## src/rtl/stage_fetch_wide_if.sv

```systemverilog
// Fetch-stage bus bundle: iCache, branch predictor, EX redirect and instruction-buffer signals.
// FETCH_PERF_EN adds the three performance counter outputs.
interface stage_fetch_wide_if #(
  parameter int FETCH_WIDTH = 3
);
  logic                         fetch_enable_i;
  logic [FETCH_WIDTH-1:0][31:0] icache_read_addr_o;
  logic [FETCH_WIDTH-1:0]       icache_valid_i;
  logic [FETCH_WIDTH-1:0][31:0] icache_inst_i;
  logic                         bp_req_valid_o;
  logic [31:0]                  bp_req_pc_o;
  logic                         bp_req_used_o;
  logic                         bp_taken_i;
  logic [31:0]                  bp_target_i;
  logic [7:0]                   bp_ghr_i;
  logic                         ex_redirect_valid_i;
  logic [31:0]                  ex_redirect_pc_i;
  logic                         ib_valid_o;
  logic                         ib_ready_i;
  logic [FETCH_WIDTH-1:0]       ib_lane_valid_o;
  logic [FETCH_WIDTH-1:0][31:0] ib_inst_o;
  logic [FETCH_WIDTH-1:0][31:0] ib_pc_o;
  logic                         ib_pred_taken_o;
  logic [7:0]                   ib_ghr_o;
  logic                         fetch_stall_o;
  logic [31:0]                  pc_debug_o;
`ifdef FETCH_PERF_EN
  logic [31:0]                  perf_bundles_o;
  logic [31:0]                  perf_stall_cycles_o;
  logic [31:0]                  perf_redirects_o;
`endif

  modport master (
    input  fetch_enable_i, icache_valid_i, icache_inst_i, bp_taken_i, bp_target_i, bp_ghr_i,
           ex_redirect_valid_i, ex_redirect_pc_i, ib_ready_i,
    output icache_read_addr_o, bp_req_valid_o, bp_req_pc_o, bp_req_used_o, ib_valid_o,
           ib_lane_valid_o, ib_inst_o, ib_pc_o, ib_pred_taken_o, ib_ghr_o, fetch_stall_o,
           pc_debug_o
`ifdef FETCH_PERF_EN
    , output perf_bundles_o, perf_stall_cycles_o, perf_redirects_o
`endif
  );

  modport slave (
    output fetch_enable_i, icache_valid_i, icache_inst_i, bp_taken_i, bp_target_i, bp_ghr_i,
           ex_redirect_valid_i, ex_redirect_pc_i, ib_ready_i,
    input  icache_read_addr_o, bp_req_valid_o, bp_req_pc_o, bp_req_used_o, ib_valid_o,
           ib_lane_valid_o, ib_inst_o, ib_pc_o, ib_pred_taken_o, ib_ghr_o, fetch_stall_o,
           pc_debug_o
`ifdef FETCH_PERF_EN
    , input perf_bundles_o, perf_stall_cycles_o, perf_redirects_o
`endif
  );
endinterface

```

## src/rtl/stage_fetch_wide.sv

```systemverilog
// N-wide fetch stage: accepts the valid lane prefix, truncates on predicted-taken, queues bundles.
// Bundle visible on ib_* one cycle after push; push stalls when queue full without a pop. FETCH_PERF_EN adds counters.
module stage_fetch_wide #(
  parameter int FETCH_WIDTH = 3,
  parameter int FQ_DEPTH    = 4
) (
  input logic               clock,
  input logic               reset,
  stage_fetch_wide_if.master fe
);
  localparam int NW = $clog2(FETCH_WIDTH + 1);
  localparam int PW = $clog2(FQ_DEPTH);
  localparam int CW = $clog2(FQ_DEPTH) + 1;

  typedef struct packed {
    logic [FETCH_WIDTH-1:0]       mask;
    logic [FETCH_WIDTH-1:0][31:0] inst;
    logic [FETCH_WIDTH-1:0][31:0] pc;
    logic                         taken;
    logic [7:0]                   ghr;
  } bundle_t;

  function automatic logic is_ctrl(input logic [31:0] w);
    return (w[6:0] == 7'b1100011) || (w[6:0] == 7'b1101111) || (w[6:0] == 7'b1100111);
  endfunction

  logic [31:0]            pc;
  logic [31:0]            next_pc;
  bundle_t                fq [FQ_DEPTH];
  logic [PW-1:0]          head, tail;
  logic [CW-1:0]          count;
  logic [NW-1:0]          n, f, keep;
  logic                   stop, f_found, taken;
  logic [FETCH_WIDTH-1:0] mask;
  logic                   full, empty, redirect, push, pop;

  always_comb begin
    n       = '0;
    stop    = 1'b0;
    f       = '0;
    f_found = 1'b0;
    mask    = '0;
    for (int i = 0; i < FETCH_WIDTH; i++) begin
      fe.icache_read_addr_o[i] = pc + (32'(i) << 2);
      if (!stop && fe.icache_valid_i[i]) n = n + NW'(1);
      else                               stop = 1'b1;
    end
    // Only lanes inside the accepted prefix may claim the predictor.
    for (int i = 0; i < FETCH_WIDTH; i++) begin
      if (!f_found && (NW'(i) < n) && is_ctrl(fe.icache_inst_i[i])) begin
        f_found = 1'b1;
        f       = NW'(i);
      end
    end
    taken = f_found && fe.bp_taken_i;
    keep  = taken ? f + NW'(1) : n;
    for (int i = 0; i < FETCH_WIDTH; i++) mask[i] = NW'(i) < keep;
    next_pc = taken ? {fe.bp_target_i[31:2], 2'b00} : pc + (32'(n) << 2);
  end

  assign full     = (count == CW'(FQ_DEPTH));
  assign empty    = (count == '0);
  assign redirect = fe.ex_redirect_valid_i;
  assign pop      = !empty && fe.ib_ready_i && !redirect;
  assign push     = fe.fetch_enable_i && !redirect && (n != '0) && (!full || pop);

  assign fe.bp_req_valid_o  = f_found;
  assign fe.bp_req_pc_o     = pc + (32'(f) << 2);
  assign fe.bp_req_used_o   = push && f_found;
  assign fe.fetch_stall_o   = fe.fetch_enable_i && !redirect && ((n == '0) || (full && !pop));
  assign fe.pc_debug_o      = pc;

  assign fe.ib_valid_o      = !empty && !redirect;
  assign fe.ib_lane_valid_o = fq[head].mask;
  assign fe.ib_inst_o       = fq[head].inst;
  assign fe.ib_pc_o         = fq[head].pc;
  assign fe.ib_pred_taken_o = fq[head].taken;
  assign fe.ib_ghr_o        = fq[head].ghr;

  // Storage is cleared on reset so the head fields read zero while empty.
  always_ff @(posedge clock or posedge reset) begin
    if (reset) begin
      pc    <= '0;
      head  <= '0;
      tail  <= '0;
      count <= '0;
      for (int i = 0; i < FQ_DEPTH; i++) fq[i] <= '0;
    end else if (redirect) begin
      pc    <= {fe.ex_redirect_pc_i[31:2], 2'b00};
      head  <= '0;
      tail  <= '0;
      count <= '0;
    end else begin
      if (push) begin
        fq[tail] <= '{mask: mask, inst: fe.icache_inst_i, pc: fe.icache_read_addr_o,
                      taken: taken, ghr: fe.bp_ghr_i};
        tail     <= tail + PW'(1);
        pc       <= next_pc;
      end
      if (pop) head <= head + PW'(1);
      case ({push, pop})
        2'b10:   count <= count + CW'(1);
        2'b01:   count <= count - CW'(1);
        default: count <= count;
      endcase
    end
  end

`ifdef FETCH_PERF_EN
  logic [31:0] perf_bundles, perf_stalls, perf_redirects;

  always_ff @(posedge clock or posedge reset) begin
    if (reset) begin
      perf_bundles   <= '0;
      perf_stalls    <= '0;
      perf_redirects <= '0;
    end else begin
      if (push && perf_bundles != '1)             perf_bundles   <= perf_bundles + 32'd1;
      if (fe.fetch_stall_o && perf_stalls != '1)  perf_stalls    <= perf_stalls + 32'd1;
      if (redirect && perf_redirects != '1)       perf_redirects <= perf_redirects + 32'd1;
    end
  end

  assign fe.perf_bundles_o      = perf_bundles;
  assign fe.perf_stall_cycles_o = perf_stalls;
  assign fe.perf_redirects_o    = perf_redirects;
`endif
endmodule

```

## src/flat_wrapper.sv

```systemverilog
// flat-port wrapper written by rule: the top's interface ports become plain ports
module stage_fetch_wide_flat 
#(
  parameter int FETCH_WIDTH = 3,
  parameter int FQ_DEPTH    = 4
)
  (clock, reset, fe_fetch_enable_i, fe_icache_valid_i, fe_icache_inst_i, fe_bp_taken_i, fe_bp_target_i, fe_bp_ghr_i, fe_ex_redirect_valid_i, fe_ex_redirect_pc_i, fe_ib_ready_i, fe_icache_read_addr_o, fe_bp_req_valid_o, fe_bp_req_pc_o, fe_bp_req_used_o, fe_ib_valid_o, fe_ib_lane_valid_o, fe_ib_inst_o, fe_ib_pc_o, fe_ib_pred_taken_o, fe_ib_ghr_o, fe_fetch_stall_o, fe_pc_debug_o);
  stage_fetch_wide_if #(.FETCH_WIDTH(FETCH_WIDTH)) fe_i ();
  input logic clock;
  input logic reset;
  input wire logic [$bits(fe_i.fetch_enable_i)-1:0] fe_fetch_enable_i;
  input wire logic [$bits(fe_i.icache_valid_i)-1:0] fe_icache_valid_i;
  input wire logic [$bits(fe_i.icache_inst_i)-1:0] fe_icache_inst_i;
  input wire logic [$bits(fe_i.bp_taken_i)-1:0] fe_bp_taken_i;
  input wire logic [$bits(fe_i.bp_target_i)-1:0] fe_bp_target_i;
  input wire logic [$bits(fe_i.bp_ghr_i)-1:0] fe_bp_ghr_i;
  input wire logic [$bits(fe_i.ex_redirect_valid_i)-1:0] fe_ex_redirect_valid_i;
  input wire logic [$bits(fe_i.ex_redirect_pc_i)-1:0] fe_ex_redirect_pc_i;
  input wire logic [$bits(fe_i.ib_ready_i)-1:0] fe_ib_ready_i;
  output wire logic [$bits(fe_i.icache_read_addr_o)-1:0] fe_icache_read_addr_o;
  output wire logic [$bits(fe_i.bp_req_valid_o)-1:0] fe_bp_req_valid_o;
  output wire logic [$bits(fe_i.bp_req_pc_o)-1:0] fe_bp_req_pc_o;
  output wire logic [$bits(fe_i.bp_req_used_o)-1:0] fe_bp_req_used_o;
  output wire logic [$bits(fe_i.ib_valid_o)-1:0] fe_ib_valid_o;
  output wire logic [$bits(fe_i.ib_lane_valid_o)-1:0] fe_ib_lane_valid_o;
  output wire logic [$bits(fe_i.ib_inst_o)-1:0] fe_ib_inst_o;
  output wire logic [$bits(fe_i.ib_pc_o)-1:0] fe_ib_pc_o;
  output wire logic [$bits(fe_i.ib_pred_taken_o)-1:0] fe_ib_pred_taken_o;
  output wire logic [$bits(fe_i.ib_ghr_o)-1:0] fe_ib_ghr_o;
  output wire logic [$bits(fe_i.fetch_stall_o)-1:0] fe_fetch_stall_o;
  output wire logic [$bits(fe_i.pc_debug_o)-1:0] fe_pc_debug_o;
  assign fe_i.fetch_enable_i = fe_fetch_enable_i;
  assign fe_i.icache_valid_i = fe_icache_valid_i;
  assign fe_i.icache_inst_i = fe_icache_inst_i;
  assign fe_i.bp_taken_i = fe_bp_taken_i;
  assign fe_i.bp_target_i = fe_bp_target_i;
  assign fe_i.bp_ghr_i = fe_bp_ghr_i;
  assign fe_i.ex_redirect_valid_i = fe_ex_redirect_valid_i;
  assign fe_i.ex_redirect_pc_i = fe_ex_redirect_pc_i;
  assign fe_i.ib_ready_i = fe_ib_ready_i;
  assign fe_icache_read_addr_o = fe_i.icache_read_addr_o;
  assign fe_bp_req_valid_o = fe_i.bp_req_valid_o;
  assign fe_bp_req_pc_o = fe_i.bp_req_pc_o;
  assign fe_bp_req_used_o = fe_i.bp_req_used_o;
  assign fe_ib_valid_o = fe_i.ib_valid_o;
  assign fe_ib_lane_valid_o = fe_i.ib_lane_valid_o;
  assign fe_ib_inst_o = fe_i.ib_inst_o;
  assign fe_ib_pc_o = fe_i.ib_pc_o;
  assign fe_ib_pred_taken_o = fe_i.ib_pred_taken_o;
  assign fe_ib_ghr_o = fe_i.ib_ghr_o;
  assign fe_fetch_stall_o = fe_i.fetch_stall_o;
  assign fe_pc_debug_o = fe_i.pc_debug_o;
  stage_fetch_wide #(.FETCH_WIDTH(FETCH_WIDTH), .FQ_DEPTH(FQ_DEPTH)) u_core (.clock(clock), .reset(reset), .fe(fe_i));
endmodule
```

## config.mk

```make
export PLATFORM = sky130hd
export DESIGN_NAME = stage_fetch_wide_flat
export DESIGN_NICKNAME = d
export VERILOG_FILES = /design/src/rtl/stage_fetch_wide_if.sv /design/src/rtl/stage_fetch_wide.sv /design/src/flat_wrapper.sv
export SDC_FILE = /design/constraint.sdc
export NUM_CORES = 2
export LEC_CHECK = 0
export CORE_MARGIN = 2
export CORE_UTILIZATION = 55
export CTS_BUF_LIST = sky130_fd_sc_hd__clkbuf_8 sky130_fd_sc_hd__clkbuf_16
export DETAILED_ROUTE_END_ITERATION = 12
export PLACE_DENSITY = 0.8
export SYNTH_ARGS = -nofsm -noshare
export SYNTH_HDL_FRONTEND = slang
export SYNTH_SLANG_ARGS = --single-unit
```

## constraint.sdc

```tcl
create_clock -name clock -period 37.5 [get_ports clock]
set_input_delay 5.625 -clock clock [delete_from_list [all_inputs] [get_ports clock]]
set_output_delay 5.625 -clock clock [all_outputs]
set_load 0.05 [all_outputs]
```

Yosys cells after proc, flatten, opt, wreduce, memory -nomap -nowiden
Index checks and enable logic that the tools add are counted.

Bits in registers: 855. Output and inout bits: 368. Logic and storage cells: 141.

Add/subtract/negate cells: 11. Order comparisons: 9. Eq/ne operators: 12. Mux-type cells: 26. Bitwise operators: 3. Reduce and logical (&&, ||, !) cells: 40.

Operators by type and width (count): 816-bit bitwise mux (1); 204-bit 2-to-1 mux (3); 204-bit binary-select mux with 2-bit select (1); 204-bit demux with 2-bit select (1); 32-bit 2-to-1 mux (3); 32-bit by 4-bit adder with 32-bit output (2); 7-bit == test (second input constant) (9); 32-bit by 3-bit adder with 32-bit output (second input constant) (1); 32-bit by 4-bit adder with 32-bit output (second input constant) (1); 1-bit logical AND (18); 2-bit 2-to-1 mux (8); 2-bit by 1-bit adder with 2-bit output (second input constant) (5); 1-bit logical OR (8); 1-bit by 2-bit less-than comparator with 1-bit output (first input constant) (4); 1-bit logical NOT (7); 1-bit 2-to-1 mux (7); 3-bit >= comparator (second input constant) (2); 2-bit inverter with 3-bit output (2); 3-bit case mux with 2 select lines (1); 2-bit nonzero test (3); 2-bit less-than comparator (first input constant) (2); 3-bit by 1-bit adder with 3-bit output (second input constant) (1); 3-bit == test (second input constant) (1); 3-bit logical NOT (1); other kinds (9) (9).

Longest topological paths before layout
Depth in word-level cells: 20. Mapped depth: 12. Gate-level depth less buffers: 11.

Worst setup path before layout
No wires, ideal clock.

Path kind: input-to-output. From: input port fe_icache_valid_i[0]. To: output port fe_bp_req_pc_o[30]. Arrival: 8767 ps. Path slack: 23108 ps. Stages: 10. Cells stage by stage: buf_2 > nand4_1 > nor4_2 > nor2b_1 > ha_1 > inv_1 > fa_1 > nor4_1 > nand4_1 > xnor2_1.

Word-level cells in the longest chain between the ends: 17. Elaborated cells on any way between the ends: 25.

Ends and longest elaborated chain: start: declaration (RTL line flat_wrapper.sv:12) `input wire logic [$bits(fe_i.icache_valid_i)-1:0] fe_icache_valid_i;`; 1-bit 2-to-1 mux or 1-bit logical AND (tied branches) (RTL line stage_fetch_wide.sv:45) `if (!stop && fe.icache_valid_i[i]) n = n + NW'(1);`; 2-bit by 1-bit adder with 2-bit output or 1-bit 2-to-1 mux (tied branches) (RTL line stage_fetch_wide.sv:45); 2-bit 2-to-1 mux or 1-bit logical NOT (tied branches) (RTL line stage_fetch_wide.sv:45); 2-bit by 1-bit adder with 2-bit output or 1-bit logical AND (tied branches) (RTL line stage_fetch_wide.sv:45); 2-bit 2-to-1 mux * (RTL line stage_fetch_wide.sv:45); 1-bit by 2-bit less-than comparator with 1-bit output (RTL line stage_fetch_wide.sv:50) `if (!f_found && (NW'(i) < n) && is_ctrl(fe.icache_inst_i[i])) begin`; 1-bit logical AND (RTL line stage_fetch_wide.sv:50); 1-bit 2-to-1 mux (RTL line stage_fetch_wide.sv:50); 1-bit logical NOT (RTL line stage_fetch_wide.sv:50); 1-bit logical AND (2 in a row) (RTL line stage_fetch_wide.sv:50); 1-bit 2-to-1 mux (RTL line stage_fetch_wide.sv:50); 1-bit logical NOT (RTL line stage_fetch_wide.sv:50); 1-bit logical AND (2 in a row) (RTL line stage_fetch_wide.sv:50); 2-bit 2-to-1 mux * (RTL line stage_fetch_wide.sv:50); 32-bit by 4-bit adder with 32-bit output * (RTL line stage_fetch_wide.sv:68) `assign fe.bp_req_pc_o = pc + (32'(f) << 2);`; end: declaration (RTL line flat_wrapper.sv:22) `output wire logic [$bits(fe_i.bp_req_pc_o)-1:0] fe_bp_req_pc_o;`.

Mark *: on every way between the ends. The rest lies on a longest branch, timed or not.

Final worst setup path
From: input port fe_icache_valid_i[1]. To: output port fe_bp_req_pc_o[23].

Word-level cells in the longest chain between the ends: 17. Elaborated cells on any way between the ends: 22.

Ends and longest elaborated chain (RTL line): 1-bit logical AND * (stage_fetch_wide.sv:45); branches (longest 3 deep; another with 2-bit by 1-bit adder with 2-bit output); 2-bit 2-to-1 mux * (stage_fetch_wide.sv:45); 1-bit by 2-bit less-than comparator with 1-bit output (stage_fetch_wide.sv:50); 1-bit logical AND (stage_fetch_wide.sv:50); 1-bit 2-to-1 mux (stage_fetch_wide.sv:50); 1-bit logical NOT (stage_fetch_wide.sv:50); 1-bit logical AND (2 in a row) (stage_fetch_wide.sv:50); 1-bit 2-to-1 mux (stage_fetch_wide.sv:50); 1-bit logical NOT (stage_fetch_wide.sv:50); 1-bit logical AND (2 in a row) (stage_fetch_wide.sv:50); 2-bit 2-to-1 mux * (stage_fetch_wide.sv:50); 32-bit by 4-bit adder with 32-bit output * (stage_fetch_wide.sv:68).

Mark *: on every way between the ends.

==> results by group <==
Run status
  • Outcome: finished, final reports clean

Floorplanning
  • Ports: 545
  • Row cnt: 96
  • Core ar.: 0.06895 sq mm
  • Die Span Y: 268.4 um
  • Initial Utilization: 55.75%
  • Die area: 0.07202 sq mm
  • Die W: 268.4 um

Layout
  • P&R area growth vs syn: 20.90%
  • Layout cells sized above 1: 21.99%
  • Fin util: 67.41%
  • Final #Nets: 3686

Route
  • DRC Markers: 0
  • Drt pass-1 iters: 5
  • DRT iter0 DRCs: 2538
  • Routed WL per cell: 24.37 um
  • Final ANT Viol Nets: 0
  • Final WL: 109700 um
  • DR vias/cell: 5.928
  • Via count: 26678

Global routing
  • GR Overflow Total: 0
  • First-pass GRT wire length: 165600 um
  • Vias in the first global route: 27107
  • Largest net degree at the start of global routing: 220
  • Gr usage total: 30.47%
  • Initial antenna violation count: 9

Clock tree
  • Reg clk slew, reported paths: 60 ps
  • CTS tree: done
  • CTS resizes: 0
  • CTS Root Buffer Type: clkbuf_16
  • H-tree levels: 3
  • CTS sink cnt: 825
  • CTS Hold Buffers Added: 0
  • Max clock buf depth: 3
  • Post-CTS Setup Repair Bufs: 0
  • Total CTS buffers: 86
  • Skew-Pair Late Insertion Delay: 650 ps

STA
  • Final Max Slew Viols: 0
  • Final Hold Fails: 0
  • Post-route setup slack: 21710 ps
  • Worst Tran Pin Value: 1340 ps
  • Final setup fails: 0
  • RSZ-0062 raised after global routing: false
  • Crit path time final: 15790 ps
  • Setup Skew: 26.79 ps
  • Fin crit share: 42.11%
  • Timing-limited maximum frequency: 63.32 MHz
  • Setup TNS: 0 ps
  • Worst slew margin: 10.01%

Place
  • Post-DP HPWL: 70500 um
  • Placer Congestion: 0.8690
  • Setup slack at placement: 21800 ps
  • Number of port buffers: 524

Logic synthesis
  • Top_reg_cell synth: dfrtp_1
  • Yosys top cell by area: dfrtp_1
  • Synth top area share: 53.71%
  • Syn avg cell area: 12.41 sq um
  • Asr flop ratio synth: 100.0%
  • Synth Cell Area: 0.03844 sq mm
  • Distinct cell type count after synthesis: 65
  • Seq/Total Area, Yosys: 53.71%
  • Yosys Warn Count: 0
  • Yosys reg bits: 825
  • Cell types occupying the most area after synthesis: dfrtp_1 (54%), mux2_2 (12%), mux4_2 (12%), nand2_1 (6.0%), o21ai_0 (3.7%)
  • Post-Syn Instances: 3098
  • EDFF count, synth: 0

Critical path
  • Req. time, crit path: 31870 ps
  • Crit path arrival time: 10170 ps
  • Critical Path End Type: primary output
  • Worst path depth: 13
  • CP max-delay cell: clkdlybuf4s50_1
  • CP Capture Point: fe_bp_req_pc_o[23]
  • Crit-path max FO: 5
  • Cell Chain, Critical Path: clkdlybuf4s50_1 > nand2_1 > a2111oi_2 > nand2_1 > inv_1 > ha_1 > a21o_1 > nor4b_1 > buf_4 > and2_1 > nand2_1 > xnor2_1 > clkdlybuf4s50_1
  • CP dominant cell by count: nand2_1
  • Crit path from: fe_icache_valid_i[1]
  • CP bufs+invs: 4
  • Worst-case reg-to-reg path depth: 6
  • CP top delay family: buffers and inverters
  • Worst R2R End: u_core.fq[517]
  • CP Launch Type: primary input
  • Crit Path Category: in -> out
  • Worst R2R Start: u_core.count[1]
  • R2R setup slack: 32780 ps
  • Largest stage delay, worst path: 870 ps

Pwr
  • Leak: 0.02109 uW
  • Power per cell area: 72.57 mW/mm^2
  • Peak VDD IR: 0.04753 mV

Worst hold path
  • Cell count of the worst hold path: 1
  • Worst Hold Class: reg -> reg

Job
  • Max Cap Viol: 0
sequential cells by signal, summed over array words and instances, names as in the netlist:
register and cells:
u_core.tail 2, u_core.fq 788, u_core.fe.pc_debug_o 30, u_core.count 3, u_core.head 2
worst reg2reg max path, cell delays in order, from the launching register on:
cell and delay, ps:
dfrtp_1 440, or4b_1 700, and4b_4 450, nand2_8 650, buf_4 930, buf_4 950, mux2_2 490
cell families (layout without fill, tap and decap cells):
kind of cell / count (synthesis) / in the layout / synth area share (%)
buf+inv: 357 / 805 / 5.172
xor+xnor: 108 / 108 / 2.461
mux: 630 / 630 / 24.20
flops: 825 / 825 / 53.71
simple gates: 796 / 796 / 8.785
other cells: 1 / 24 / 0.009756
compound gates: 368 / 368 / 5.182
fa+ha+maj: 13 / 13 / 0.4817
per-stage QoR:
| step | std cells | power (uW) | cell area, sq um | hold WS, ps |
|---|---|---|---|---|
| floorplan | 3113 | 2092 | 38500 | 428.7 |
| global placement | 4339 | 2510 | 43670 | 444.6 |
| detailed placement | 4339 | 2537 | 43670 | 450.9 |
| CTS | 4492 | 3389 | 46450 | 466.5 |
| global route | 4497 | 3498 | 46470 | 492.4 |
| finish | 4500 | 3373 | 46470 | 467.8 |
cell usage after synthesis, drive strengths merged, types with 2 or more instances:
cell / number
ha: 10
xor2: 43
nand4: 26
nand3: 30
a211o: 4
o21ai: 285
nor4b: 2
mux4: 197
o31ai: 5
mux2i: 8
clkbuf: 72
o31a: 2
buf: 202
clkinv: 3
nor3: 34
a22oi: 2
a21oi: 32
or4: 5
a21o: 5
a211oi: 4
nor4: 12
inv: 80
and3: 9
xnor2: 65
a31oi: 6
nand4b: 3
a21boi: 4
fa: 3
nand2b: 8
nor2: 34
nor3b: 5
o21a: 4
nor2b: 4
o211ai: 3
and2: 5
dfrtp: 825
nand2: 614
o221ai: 3
a221oi: 4
mux2: 425
worst min-delay path by stage:
stage | start | endpoint | slack [ps]
2_1_floorplan | u_core.fq[609] | u_core.fq[609] | 430
3_3_place_gp | u_core.fq[813] | u_core.fq[813] | 440
3_5_place_dp | u_core.fq[609] | u_core.fq[609] | 450
4_1_cts | u_core.fq[609] | u_core.fq[609] | 470
5_1_grt | u_core.fq[68] | u_core.fq[68] | 490
6_report | u_core.fq[405] | u_core.fq[405] | 470
routing by layer:
metal / global-route usage (%) / vias up / share of wire [%]
li1: - / 11565 / -
met1: 41.02 / 13720 / 40
met2: 47.92 / 1122 / 48
met3: 7.505 / 265 / 8.2
met4: 12.30 / 6 / 4.2
met5: 0 / - / 0.036
cells in the final DEF, fill, tap and decap left out, types with 5 or more instances in the layout:
master	synthesis	final
ha_1	10	10
clkdlybuf4s50_1	0	523
mux2i_1	8	8
clkbuf_8	0	13
clkbuf_16	0	87
conb_1	1	16
a21o_1	5	5
inv_1	80	105
dfrtp_1	825	823
xor2_1	43	43
and3_1	9	9
mux2_2	395	395
nand2b_1	8	8
nand4_1	25	25
nor4_1	8	8
o21ai_0	283	283
nor3b_1	5	5
nand3_1	30	30
clkinv_2	0	12
or4_1	5	5
bufinv_16	0	5
nor2_1	34	34
buf_4	71	42
nand2_1	611	610
xnor2_1	65	65
mux2_1	30	30
a21oi_1	32	32
mux4_2	197	197
a31oi_1	6	6
diode_2	0	8
nor3_1	34	33
final cells by class:
type | count | area, sq um
fill | 5065 | 22470
sequential | 825 | 20650
multi-input combinational | 1931 | 15920
timing repair buffer | 569 | 5615
clock buffer | 100 | 2356
tap | 931 | 1165
clock inverter | 53 | 430.4
inverter | 83 | 319.1
antenna | 8 | 20.02
where the power goes:
| group | internal [uW] | leakage (uW) | total [uW] | switching (uW) |
|---|---|---|---|---|
| Clock | 483 | 0.00146 | 844 | 361 |
| Sequential | 1070 | 0.0109 | 1180 | 111 |
| Combinational | 506 | 0.00874 | 1350 | 844 |
| Total | 2060 | 0.0211 | 3370 | 1320 |
Note: power is estimated with default switching activity, not from simulation.
